==> src/rtl/warp_issue_scheduler.sv <==
// Warp issue scheduler: picks one eligible thread per cycle (RR / fixed priority / greedy-then-RR)
// with per-thread starvation aging, and offers it over a valid/ready issue handshake.
module warp_issue_scheduler #(
  parameter int NUM_THREADS = 8,
  parameter int TID_W       = 3,
  parameter int AGE_W       = 4,
  parameter int MAX_GREEDY  = 4
) (
  input  logic                   clk,
  input  logic                   reset,
  input  logic [1:0]             mode,
  input  logic [NUM_THREADS-1:0] active_threads,
  input  logic [NUM_THREADS-1:0] stalled_threads,
  input  logic                   issue_ready,
  output logic                   issue_valid,
  output logic [TID_W-1:0]       issue_thread,
  output logic                   starve_alert
);

  localparam int                GC_W     = $clog2(MAX_GREEDY + 1);
  localparam logic [AGE_W-1:0]  AGE_MAX  = {AGE_W{1'b1}};
  localparam logic [TID_W-1:0]  LAST_RST = TID_W'(NUM_THREADS - 1);
  localparam logic [GC_W-1:0]   GC_MAX   = GC_W'(MAX_GREEDY);

  typedef enum logic {IDLE = 1'b0, OFFER = 1'b1} state_t;

  state_t                 state_r, state_s;
  logic [TID_W-1:0]       thread_r, thread_s;
  logic [TID_W-1:0]       last_r, last_s;
  logic [GC_W-1:0]        gcnt_r, gcnt_s;
  logic [AGE_W-1:0]       age_r [NUM_THREADS];
  logic [AGE_W-1:0]       age_s [NUM_THREADS];
  logic                   starve_r, starve_s;
  logic [NUM_THREADS-1:0] eligible_s, issued_s, sat_s;
  logic                   handshake_s;
  logic                   rr_found_s, prio_found_s, sel_found_s;
  logic [TID_W-1:0]       rr_tid_s, prio_tid_s, sat_tid_s, sel_tid_s;

  assign eligible_s  = active_threads & ~stalled_threads;
  assign handshake_s = (state_r == OFFER) && issue_ready;

  // Issue bookkeeping: issued one-hot, saturated-age masks, and the handshake update of last/greedy count.
  always_comb begin
    issued_s = '0;
    sat_s    = '0;
    starve_s = 1'b0;
    for (int i = 0; i < NUM_THREADS; i++) begin
      issued_s[i] = handshake_s && (thread_r == TID_W'(i));
      // A thread issued at this edge has its age cleared, so it must not win the override again.
      sat_s[i]    = eligible_s[i] && (age_r[i] == AGE_MAX) && !issued_s[i];
      starve_s    = starve_s | (eligible_s[i] && (age_r[i] == AGE_MAX));
    end
    if (handshake_s) begin
      last_s = thread_r;
      if (thread_r == last_r) begin
        gcnt_s = (gcnt_r == GC_MAX) ? GC_MAX : gcnt_r + GC_W'(1);
      end else begin
        gcnt_s = GC_W'(1);
      end
    end else begin
      last_s = last_r;
      gcnt_s = gcnt_r;
    end
  end

  // Candidate pickers: RR after last_s, lowest-index eligible, lowest-index saturated.
  always_comb begin
    rr_found_s   = 1'b0;
    rr_tid_s     = '0;
    prio_found_s = 1'b0;
    prio_tid_s   = '0;
    sat_tid_s    = '0;
    for (int k = NUM_THREADS; k >= 1; k--) begin
      if (eligible_s[(int'(last_s) + k) % NUM_THREADS]) begin
        rr_found_s = 1'b1;
        rr_tid_s   = TID_W'((int'(last_s) + k) % NUM_THREADS);
      end else begin
        rr_tid_s   = rr_tid_s;
      end
    end
    for (int i = NUM_THREADS - 1; i >= 0; i--) begin
      if (eligible_s[i]) begin
        prio_found_s = 1'b1;
        prio_tid_s   = TID_W'(i);
      end else begin
        prio_tid_s   = prio_tid_s;
      end
      if (sat_s[i]) begin
        sat_tid_s = TID_W'(i);
      end else begin
        sat_tid_s = sat_tid_s;
      end
    end
  end

  // Policy selection; the starvation override beats every mode.
  always_comb begin
    sel_found_s = 1'b0;
    sel_tid_s   = '0;
    if (|sat_s) begin
      sel_found_s = 1'b1;
      sel_tid_s   = sat_tid_s;
    end else begin
      case (mode)
        2'd1: begin
          sel_found_s = prio_found_s;
          sel_tid_s   = prio_tid_s;
        end
        2'd2: begin
          if ((int'(last_s) < NUM_THREADS) && eligible_s[int'(last_s)] && (gcnt_s < GC_MAX)) begin
            sel_found_s = 1'b1;
            sel_tid_s   = last_s;
          end else begin
            sel_found_s = rr_found_s;
            sel_tid_s   = rr_tid_s;
          end
        end
        default: begin
          sel_found_s = rr_found_s;
          sel_tid_s   = rr_tid_s;
        end
      endcase
    end
  end

  // Offer FSM next state: an offer is held untouched until the handshake.
  always_comb begin
    state_s  = state_r;
    thread_s = thread_r;
    case (state_r)
      IDLE: begin
        if (sel_found_s) begin
          state_s  = OFFER;
          thread_s = sel_tid_s;
        end else begin
          state_s  = IDLE;
        end
      end
      OFFER: begin
        if (issue_ready && sel_found_s) begin
          state_s  = OFFER;
          thread_s = sel_tid_s;
        end else if (issue_ready) begin
          state_s  = IDLE;
        end else begin
          state_s  = OFFER;
        end
      end
      default: begin
        state_s = IDLE;
      end
    endcase
  end

  // Per-thread aging: clear on issue or inactivity, count while eligible, hold while stalled.
  always_comb begin
    for (int i = 0; i < NUM_THREADS; i++) begin
      age_s[i] = age_r[i];
      if (!active_threads[i] || issued_s[i]) begin
        age_s[i] = '0;
      end else if (eligible_s[i] && (age_r[i] != AGE_MAX)) begin
        age_s[i] = age_r[i] + AGE_W'(1);
      end else begin
        age_s[i] = age_r[i];
      end
    end
  end

  // State registers.
  always_ff @(posedge clk) begin
    if (reset) begin
      state_r  <= IDLE;
      thread_r <= '0;
      last_r   <= LAST_RST;
      gcnt_r   <= '0;
      starve_r <= 1'b0;
      for (int i = 0; i < NUM_THREADS; i++) age_r[i] <= '0;
    end else begin
      state_r  <= state_s;
      thread_r <= thread_s;
      last_r   <= last_s;
      gcnt_r   <= gcnt_s;
      starve_r <= starve_s;
      for (int i = 0; i < NUM_THREADS; i++) age_r[i] <= age_s[i];
    end
  end

  assign issue_valid  = (state_r == OFFER);
  assign issue_thread = thread_r;
  assign starve_alert = starve_r;

endmodule

==> config.mk <==
export PLATFORM = sky130hd
export DESIGN_NAME = warp_issue_scheduler
export DESIGN_NICKNAME = d
export VERILOG_FILES = /design/src/rtl/warp_issue_scheduler.sv
export SDC_FILE = /design/constraint.sdc
export NUM_CORES = 1
export LEC_CHECK = 0
export ABC_AREA = 1
export ABC_CLOCK_PERIOD_IN_PS = 6600
export CORE_MARGIN = 1.5
export CORE_UTILIZATION = 64
export CTS_BUF_LIST = sky130_fd_sc_hd__clkbuf_16
export DETAILED_ROUTE_END_ITERATION = 8
export GPL_TIMING_DRIVEN = 0
export MAX_ROUTING_LAYER = met4
export PLACE_DENSITY = 0.82
export SYNTH_ARGS = -nofsm -noshare
export SYNTH_HDL_FRONTEND = slang
export SYNTH_SLANG_ARGS = --single-unit
export TNS_END_PERCENT = 1
==> constraint.sdc <==
create_clock -name clk -period 6.6 [get_ports clk]
set_input_delay 1.32 -clock clk [delete_from_list [all_inputs] [get_ports clk]]
set_output_delay 1.32 -clock clk [all_outputs]
set_load 0.02 [all_outputs]
==> metrics.md, run 1 <==
| Metric | Value |
|---|---|
| Outcome | completed |
| Worst hold slack | 0.4629 ns |
| Synthesis-stage register bit count | 43 |
| Number of enable flip-flop cells after synthesis | 0 |
| Cell taking the most area after synthesis | sky130_fd_sc_hd__dfxtp_1 |
| Required time worst endpoint | roughly 6.8 ns |
| Global-route congestion overflow total | 0 |
| Yosys cell types | 37 |
| Placed Instance Area | 0.003640 mm^2 |
| Total count of max-transition violations in the final report | 0 |
| Area of the mapped netlist | 0.003306 mm^2 |
| DRT antenna net count | 0 |
| Worst path setup slack after routing | 2.725 ns |
| Number of H-tree levels | 2 |
| Clock tree from TritonCTS | yes |
| Area of the core | between 0.004 and 0.005 mm^2 |
| Avg Synthesized Cell Area | 6.333 um^2 |
| Endpoints failing hold | 0 |
| Vias in the first global route | around 3100 |
| Routability congestion estimate | roughly 0.98 |
| Core utilization of the finished layout | 0.7801 |
| Post-layout minimum cycle time | ~3.9 ns |
| Growth of design area from synthesis to finish | 14.42% |
| Number of design-rule violations left by the first detailed-router iteration | 352 |
| Overall via count from detail_route | 3477 |
| Share of the clock period used by the worst path after layout | 0.5871 |
| Die width | 74.87 um |
| Final non-filler cell area | 0.003782 mm^2 |
| Pwr dens | about 240 mW/mm^2 |
| Vias per cell | 5.590 |
| Count of mapped cells out of synthesis | between 500 and 600 |
| Count of cells resized by post-cts repair | 0 |
| Total clock sinks | 43 |
| Insertion delay of the later-clocked pin in the worst-skew pair | 0.29 ns |
| Primary FF master, synth | sky130_fd_sc_hd__dfxtp_1 |
| Clock input transition at the sequential cells of the worst setup and hold paths | 0.06 ns |
| Launching element type of the critical path | input pin |
| GRT Total Usage | 0.3175 |
| Number of hold buffers added after cts | 0 |
| Antenna violations before repair | 0 |
| Yosys top cell area share | 0.2604 |
| Core Rows | 25 |
| Worst Path Arrival | 4.08 ns |
| Ant. Diodes | 0 |
| Max_cap viols | 0 |
| Leakage power figure | approximately 1.8 nW |
| Setup repair after global routing missed its margin | false |
| Critical path peak fanout | 10 |
| Post-layout nets | 589 |
| Post-place setup slack | 2.487 ns |
| Post-DP HPWL | 6445 um |
| Die Ht | about 75 um |
| Synth area leaders | sky130_fd_sc_hd__dfxtp_1 (26%), sky130_fd_sc_hd__nand2_1 (14%), sky130_fd_sc_hd__inv_1 (8.5%) |
| Category of the most critical setup path | in -> reg |
| Yosys synthesis warning count | 0 |
| Syn Nets | between 500 and 600 |
| Setup crit end kind | register |
| CTS buffer count | 5 |
| Global-route wire length before repair | 13300 um |
| Worst min-delay path category | reg -> reg |
| Actual slew at the worst max-slew pin | a little over 0.5 ns |
| Maximum resistive drop on vdd | 0.1837 mV |
| Starting utilization of the core area | 0.6818 |
| Achievable clock frequency | 258.1 MHz |
| Fraction of registers with async set or reset after synthesis | 0 |
| Routed length per placed instance | 13.00 um |
| Fraction of layout cells with a size suffix above 1 | 0.1261 |
| Count of buffers inserted at the top-level ports | 25 |
| First drt pass iteration count | 5 |
| Number of setup buffers added after CTS | 0 |
| Full die area | ~0.0056 mm^2 |
| Commonest cells after routing, fill and taps aside | sky130_fd_sc_hd__nand2_1 (126), sky130_fd_sc_hd__inv_1 (75), sky130_fd_sc_hd__nor2_1 (51), sky130_fd_sc_hd__dfxtp_1 (43), sky130_fd_sc_hd__nand3_1 (38) |
| Total wirelength of the detailed-routed design | slightly above 8000 um |
| Total Negative Setup Slacks | 0 ns |
| Slew HR | 0.6555 |
| Maximum number of pins on one net before global-route repair | 15 |
| Number of DRC violations after detailed routing | 0 |
| Clock root buffer | sky130_fd_sc_hd__clkbuf_16 |
| Number of top-level design ports | 26 |
| Clock Path Buffers | 2 |
| Clock tree skew after final layout | 0.002959 ns |
| Number of setup violations in the final report | 0 |
| Sequential element share of the synthesized area | 0.2604 |
| Most common cell after layout, fill and taps aside | sky130_fd_sc_hd__nand2_1 |
-- registers in the layout (all words and copies together) (netlist names) --
| register | flops |
|---|---|
| age_r | 32 |
| starve_alert | 1 |
| issue_valid | 1 |
| issue_thread | 3 |
| last_r | 3 |
| gcnt_r | 3 |
-- per-layer routing --
layer  share of wire  global-route usage  routed length [um]
met5               0                   -                   0
met4           0.024              0.1273                 192
met3           0.058             0.04685                 470
met2            0.47              0.5339                3837
met1            0.44              0.3804                3585
-- where the power goes --
part           switching (mW)  total (mW)  internal [mW]
logic                   0.255       0.396          0.141
clock network           0.106       0.245          0.140
registers              0.0115       0.281          0.270
total                   0.372       0.922          0.550
-- synthesized netlist by cell type, types with 2 or more instances --
cell type and instances:
sky130_fd_sc_hd__nand2_1 126, sky130_fd_sc_hd__inv_1 75, sky130_fd_sc_hd__nor2_1 51, sky130_fd_sc_hd__dfxtp_1 43
sky130_fd_sc_hd__nand3_1 38, sky130_fd_sc_hd__a21oi_1 37, sky130_fd_sc_hd__nand2_2 25, sky130_fd_sc_hd__o21ai_0 17
sky130_fd_sc_hd__ha_1 14, sky130_fd_sc_hd__nor3_1 14, sky130_fd_sc_hd__nand3_2 9, sky130_fd_sc_hd__nand4_1 9
sky130_fd_sc_hd__a31oi_1 7, sky130_fd_sc_hd__o21ai_1 7, sky130_fd_sc_hd__or2_2 6, sky130_fd_sc_hd__xor2_1 6
sky130_fd_sc_hd__inv_2 5, sky130_fd_sc_hd__buf_6 4, sky130_fd_sc_hd__nand2_4 4, sky130_fd_sc_hd__xnor2_1 4
sky130_fd_sc_hd__a221oi_1 2, sky130_fd_sc_hd__o21a_1 2, sky130_fd_sc_hd__o21ai_2 2, sky130_fd_sc_hd__o22ai_1 2
-- critical path, stage by stage --
cell and delay [ns]:
sky130_fd_sc_hd__clkdlybuf4s50_1 0.63, sky130_fd_sc_hd__nand2_4 0.17, sky130_fd_sc_hd__nand2_1 0.10, sky130_fd_sc_hd__nand2_1 0.09, sky130_fd_sc_hd__buf_6 0.16, sky130_fd_sc_hd__ha_1 0.37, sky130_fd_sc_hd__inv_1 0.13, sky130_fd_sc_hd__nand2_1 0.08
sky130_fd_sc_hd__nand3_1 0.12, sky130_fd_sc_hd__nand2_2 0.09, sky130_fd_sc_hd__nor2_1 0.14, sky130_fd_sc_hd__nand4_1 0.15, sky130_fd_sc_hd__o21ai_2 0.14, sky130_fd_sc_hd__a21oi_4 0.11, sky130_fd_sc_hd__inv_2 0.07, sky130_fd_sc_hd__nor2_1 0.04
sky130_fd_sc_hd__a21oi_1 0.19
-- layout make-up --
type | count | area (um^2)
Buffer | 7 | 61.31
Clock buffer | 5 | 125.1
Clock inverter | 3 | 17.52
Fill cell | 396 | 1066
Inverter | 81 | 306.5
Multi-Input combinational cell | 391 | 2077
Sequential cell | 43 | 860.8
Tap cell | 67 | 83.83
Timing Repair Buffer | 25 | 250.2
-- per-stage QoR --
step / power (mW) / instances
2_1_floorplan: 0.5827 / 522
3_3_place_gp: 0.6638 / 614
3_5_place_dp: 0.6745 / 614
4_1_cts: 0.9170 / 622
5_1_grt: 0.9829 / 622
6_report: 0.9222 / 622
-- worst paths after layout --
path                                  start              end  slack, ns  depth (start not counted)
worst max-delay path            issue_ready  issue_thread[1]       2.73                         17
worst min-delay path            age_r[0][3]      age_r[0][3]       0.46                          1
worst min register to register  age_r[0][3]      age_r[0][3]       0.46                          1
worst max register to register  issue_valid  issue_thread[1]       3.91                         16
-- logic make-up (layout without fill, tap and decap cells) --
group                    Yosys count  in the layout  synth area share
buffers and inverters             88            121            0.1113
AO/OA/AOI/OAI                     81             81            0.1404
AND/OR/NAND/NOR                  286            286            0.4084
XOR/XNOR                          10             10           0.02649
flip-flops                        43             43            0.2604
adder cells (fa/ha/maj)           14             14           0.05299
No activity file was read; power rests on OpenSTA's default activity.
==> run 2: changes to the inputs <==
--- a/config.mk
+++ b/config.mk
@@ -6,14 +6,14 @@
 export NUM_CORES = 1
 export LEC_CHECK = 0
 export ABC_AREA = 1
-export ABC_CLOCK_PERIOD_IN_PS = 6600
+export ABC_CLOCK_PERIOD_IN_PS = 3500
 export CORE_MARGIN = 1.5
-export CORE_UTILIZATION = 64
+export CORE_UTILIZATION = 53
 export CTS_BUF_LIST = sky130_fd_sc_hd__clkbuf_16
 export DETAILED_ROUTE_END_ITERATION = 8
 export GPL_TIMING_DRIVEN = 0
 export MAX_ROUTING_LAYER = met4
-export PLACE_DENSITY = 0.82
+export PLACE_DENSITY = 0.72
 export SYNTH_ARGS = -nofsm -noshare
 export SYNTH_HDL_FRONTEND = slang
 export SYNTH_SLANG_ARGS = --single-unit
==> constraint.sdc (replaced) <==
create_clock -name clk -period 3.5 [get_ports clk]
set_input_delay 0.7 -clock clk [delete_from_list [all_inputs] [get_ports clk]]
set_output_delay 0.7 -clock clk [all_outputs]
set_load 0.02 [all_outputs]
==> metrics.md, run 2 (synthesis gave the netlist of run 1 again) <==
| Metric | Value |
|---|---|
| Outcome | completed |
| Number of H-tree levels | 2 (unchanged) |
| Full die area | 0.006720 mm^2 (+20%) |
| Placed Instances | 622 (+1.3%) |
| Maximum resistive drop on vdd | 0.2386 mV (+30%) |
| Routed length per placed instance | 12.81 um (-1.5%) |
| Number of hold buffers added after cts | 0 (unchanged) |
| Area of the core | 0.005956 mm^2 (+23%) |
| Global-route congestion overflow total | 0 (unchanged) |
| Post-layout total power | 1.747 mW (+89%) |
| Number of DRC violations after detailed routing | 0 (unchanged) |
| Clock Path Buffers | 2 (unchanged) |
| Clock tree from TritonCTS | yes |
| Setup crit end kind | register |
| Vias per cell | 5.462 (-2.3%) |
| Total wirelength of the detailed-routed design | 8068 um (-0.22%) |
| Total Negative Setup Slacks | 0 ns (unchanged) |
| Ant. Diodes | 0 (unchanged) |
| Setup repair after global routing missed its margin | false |
| Antenna violations before repair | 0 (unchanged) |
| Top reg by flops | age_r |
| Post-layout minimum cycle time | 3.280 ns |
| Flip-flop count of the largest register after layout | 32 (unchanged) |
| Global-route wire length before repair | 13430 um (+0.93%) |
| Clock input transition at the sequential cells of the worst setup and hold paths | 0.06 ns (about the same) |
| Growth of design area from synthesis to finish | 14.72% |
| Number of design-rule violations left by the first detailed-router iteration | 286 (-19%) |
| Die width | 81.98 um (+9.5%) |
| Starting utilization of the core area | 0.5550 (-0.1268) |
| Pwr dens | 460.6 mW/mm^2 (+89%) |
| Overall via count from detail_route | 3441 (-1.0%) |
| Most common cell after layout, fill and taps aside | sky130_fd_sc_hd__nand2_1 |
| Total count of max-transition violations in the final report | 0 (unchanged) |
| Critical path peak fanout | 10 (unchanged) |
| Clock root buffer | sky130_fd_sc_hd__clkbuf_16 |
| Total clock sinks | 43 (unchanged) |
| Slew HR | 0.6239 (-0.03165) |
| Post-DP HPWL | 6290 um (-2.4%) |
| Endpoints failing hold | 0 (unchanged) |
| Category of the most critical setup path | in -> reg |
| Commonest cells after routing, fill and taps aside | sky130_fd_sc_hd__nand2_1 (126), sky130_fd_sc_hd__inv_1 (75), sky130_fd_sc_hd__nor2_1 (51), sky130_fd_sc_hd__dfxtp_1 (43), sky130_fd_sc_hd__nand3_1 (38) |
| Leakage power figure | 1.805 nW (unchanged) |
| Core Rows | 28 (+12%) |
| Actual slew at the worst max-slew pin | 0.5621 ns (+0.04731 ns) |
| Launching element type of the critical path | input pin |
| First drt pass iteration count | 5 (unchanged) |
| Die Ht | 81.98 um (+9.5%) |
| Number of setup violations in the final report | 0 (unchanged) |
| Maximum number of pins on one net before global-route repair | 15 (unchanged) |
| Max_cap viols | 0 (unchanged) |
| Post-layout instance count excluding filler cells | 630 (+1.3%) |
| Vias in the first global route | 3025 (-3.6%) |
| Count of buffers inserted at the top-level ports | 25 (unchanged) |
| Fraction of layout cells with a size suffix above 1 | 0.1261 (unchanged) |
| Clock tree skew after final layout | 0.001582 ns (-0.001377 ns) |
| GRT Total Usage | 0.2649 (-0.05263) |
| Routability congestion estimate | 0.9065 (-7.5%) |
| Worst hold slack | 0.4532 ns (-0.009698 ns) |
| Number of setup buffers added after CTS | 0 (unchanged) |
| Number of top-level design ports | 26 (unchanged) |
| Share of the clock period used by the worst path after layout | 0.9370 |
| Required time worst endpoint | 3.67 ns (-3.14 ns) |
| Worst Path Arrival | 3.45 ns (-0.63 ns) |
| CTS buffer count | 5 (unchanged) |
| Insertion delay of the later-clocked pin in the worst-skew pair | 0.29 ns (about the same) |
| Count of cells resized by post-cts repair | 0 (unchanged) |
| Worst min-delay path category | reg -> reg |
| DRT antenna net count | 0 (unchanged) |
| Post-layout nets | 589 (unchanged) |
| Achievable clock frequency | 304.9 MHz |
==> run 2: worst paths after layout <==
kind                                  start               to  slack (ns)  depth (start not counted)
worst min-delay path            age_r[0][7]      age_r[0][7]        0.45                          1
worst max-delay path            issue_ready  issue_thread[1]        0.22                         16
worst min register to register  age_r[0][7]      age_r[0][7]        0.45                          1
worst max register to register  issue_valid  issue_thread[1]        0.77                         15
==> run 2: final cells by class <==
cell class	count	area, um^2
fillers	581	2163
multi-input cells	391	2077
flip-flops and latches	43	860.8
inverters	81	306.5
repair buffers	25	250.2
clock buffers	5	125.1
well taps	75	93.84
plain buffers	7	61.31
clock inverters	3	17.52
==> run 2: power by group <==
group          internal, mW  total [mW]  leakage, nW  switching [mW]
sequential            0.509       0.531        0.349          0.0220
combinational         0.265       0.747         1.38           0.482
clock                 0.263       0.469       0.0716           0.205
==> run 2: worst max-delay path: stages <==
cell                              delay, ns
sky130_fd_sc_hd__clkdlybuf4s50_1       0.63
sky130_fd_sc_hd__nand2_4               0.17
sky130_fd_sc_hd__nand2_1               0.09
sky130_fd_sc_hd__nand2_1               0.08
sky130_fd_sc_hd__buf_6                 0.16
sky130_fd_sc_hd__ha_1                  0.36
sky130_fd_sc_hd__inv_1                 0.12
sky130_fd_sc_hd__nand2_1               0.08
sky130_fd_sc_hd__nand3_1               0.12
sky130_fd_sc_hd__nand2_2               0.09
sky130_fd_sc_hd__nor2_1                0.14
sky130_fd_sc_hd__nand4_1               0.16
sky130_fd_sc_hd__o21ai_2               0.14
sky130_fd_sc_hd__a21oi_4               0.10
sky130_fd_sc_hd__o21ai_0               0.20
sky130_fd_sc_hd__a21oi_1               0.09
==> run 2: per-layer routing <==
metal	global-route usage	up-vias	wire length [um]
met1	0.3289	1556	3709
met2	0.4426	108	3733
met5	-	-	0
li1	-	1755	-
met3	0.03889	22	485
met4	0.07966	0	140
==> run 2: metrics by stage <==
step,utilization,area (um^2),worst slack [ns]
final,0.6368,3792,0.2204
after global routing,0.6368,3792,0.04967
after CTS,0.6368,3792,0.3240
after detailed placement,0.6128,3650,0.04389
after global placement,0.6128,3650,0.05497
after floorplan,-,3306,1.073
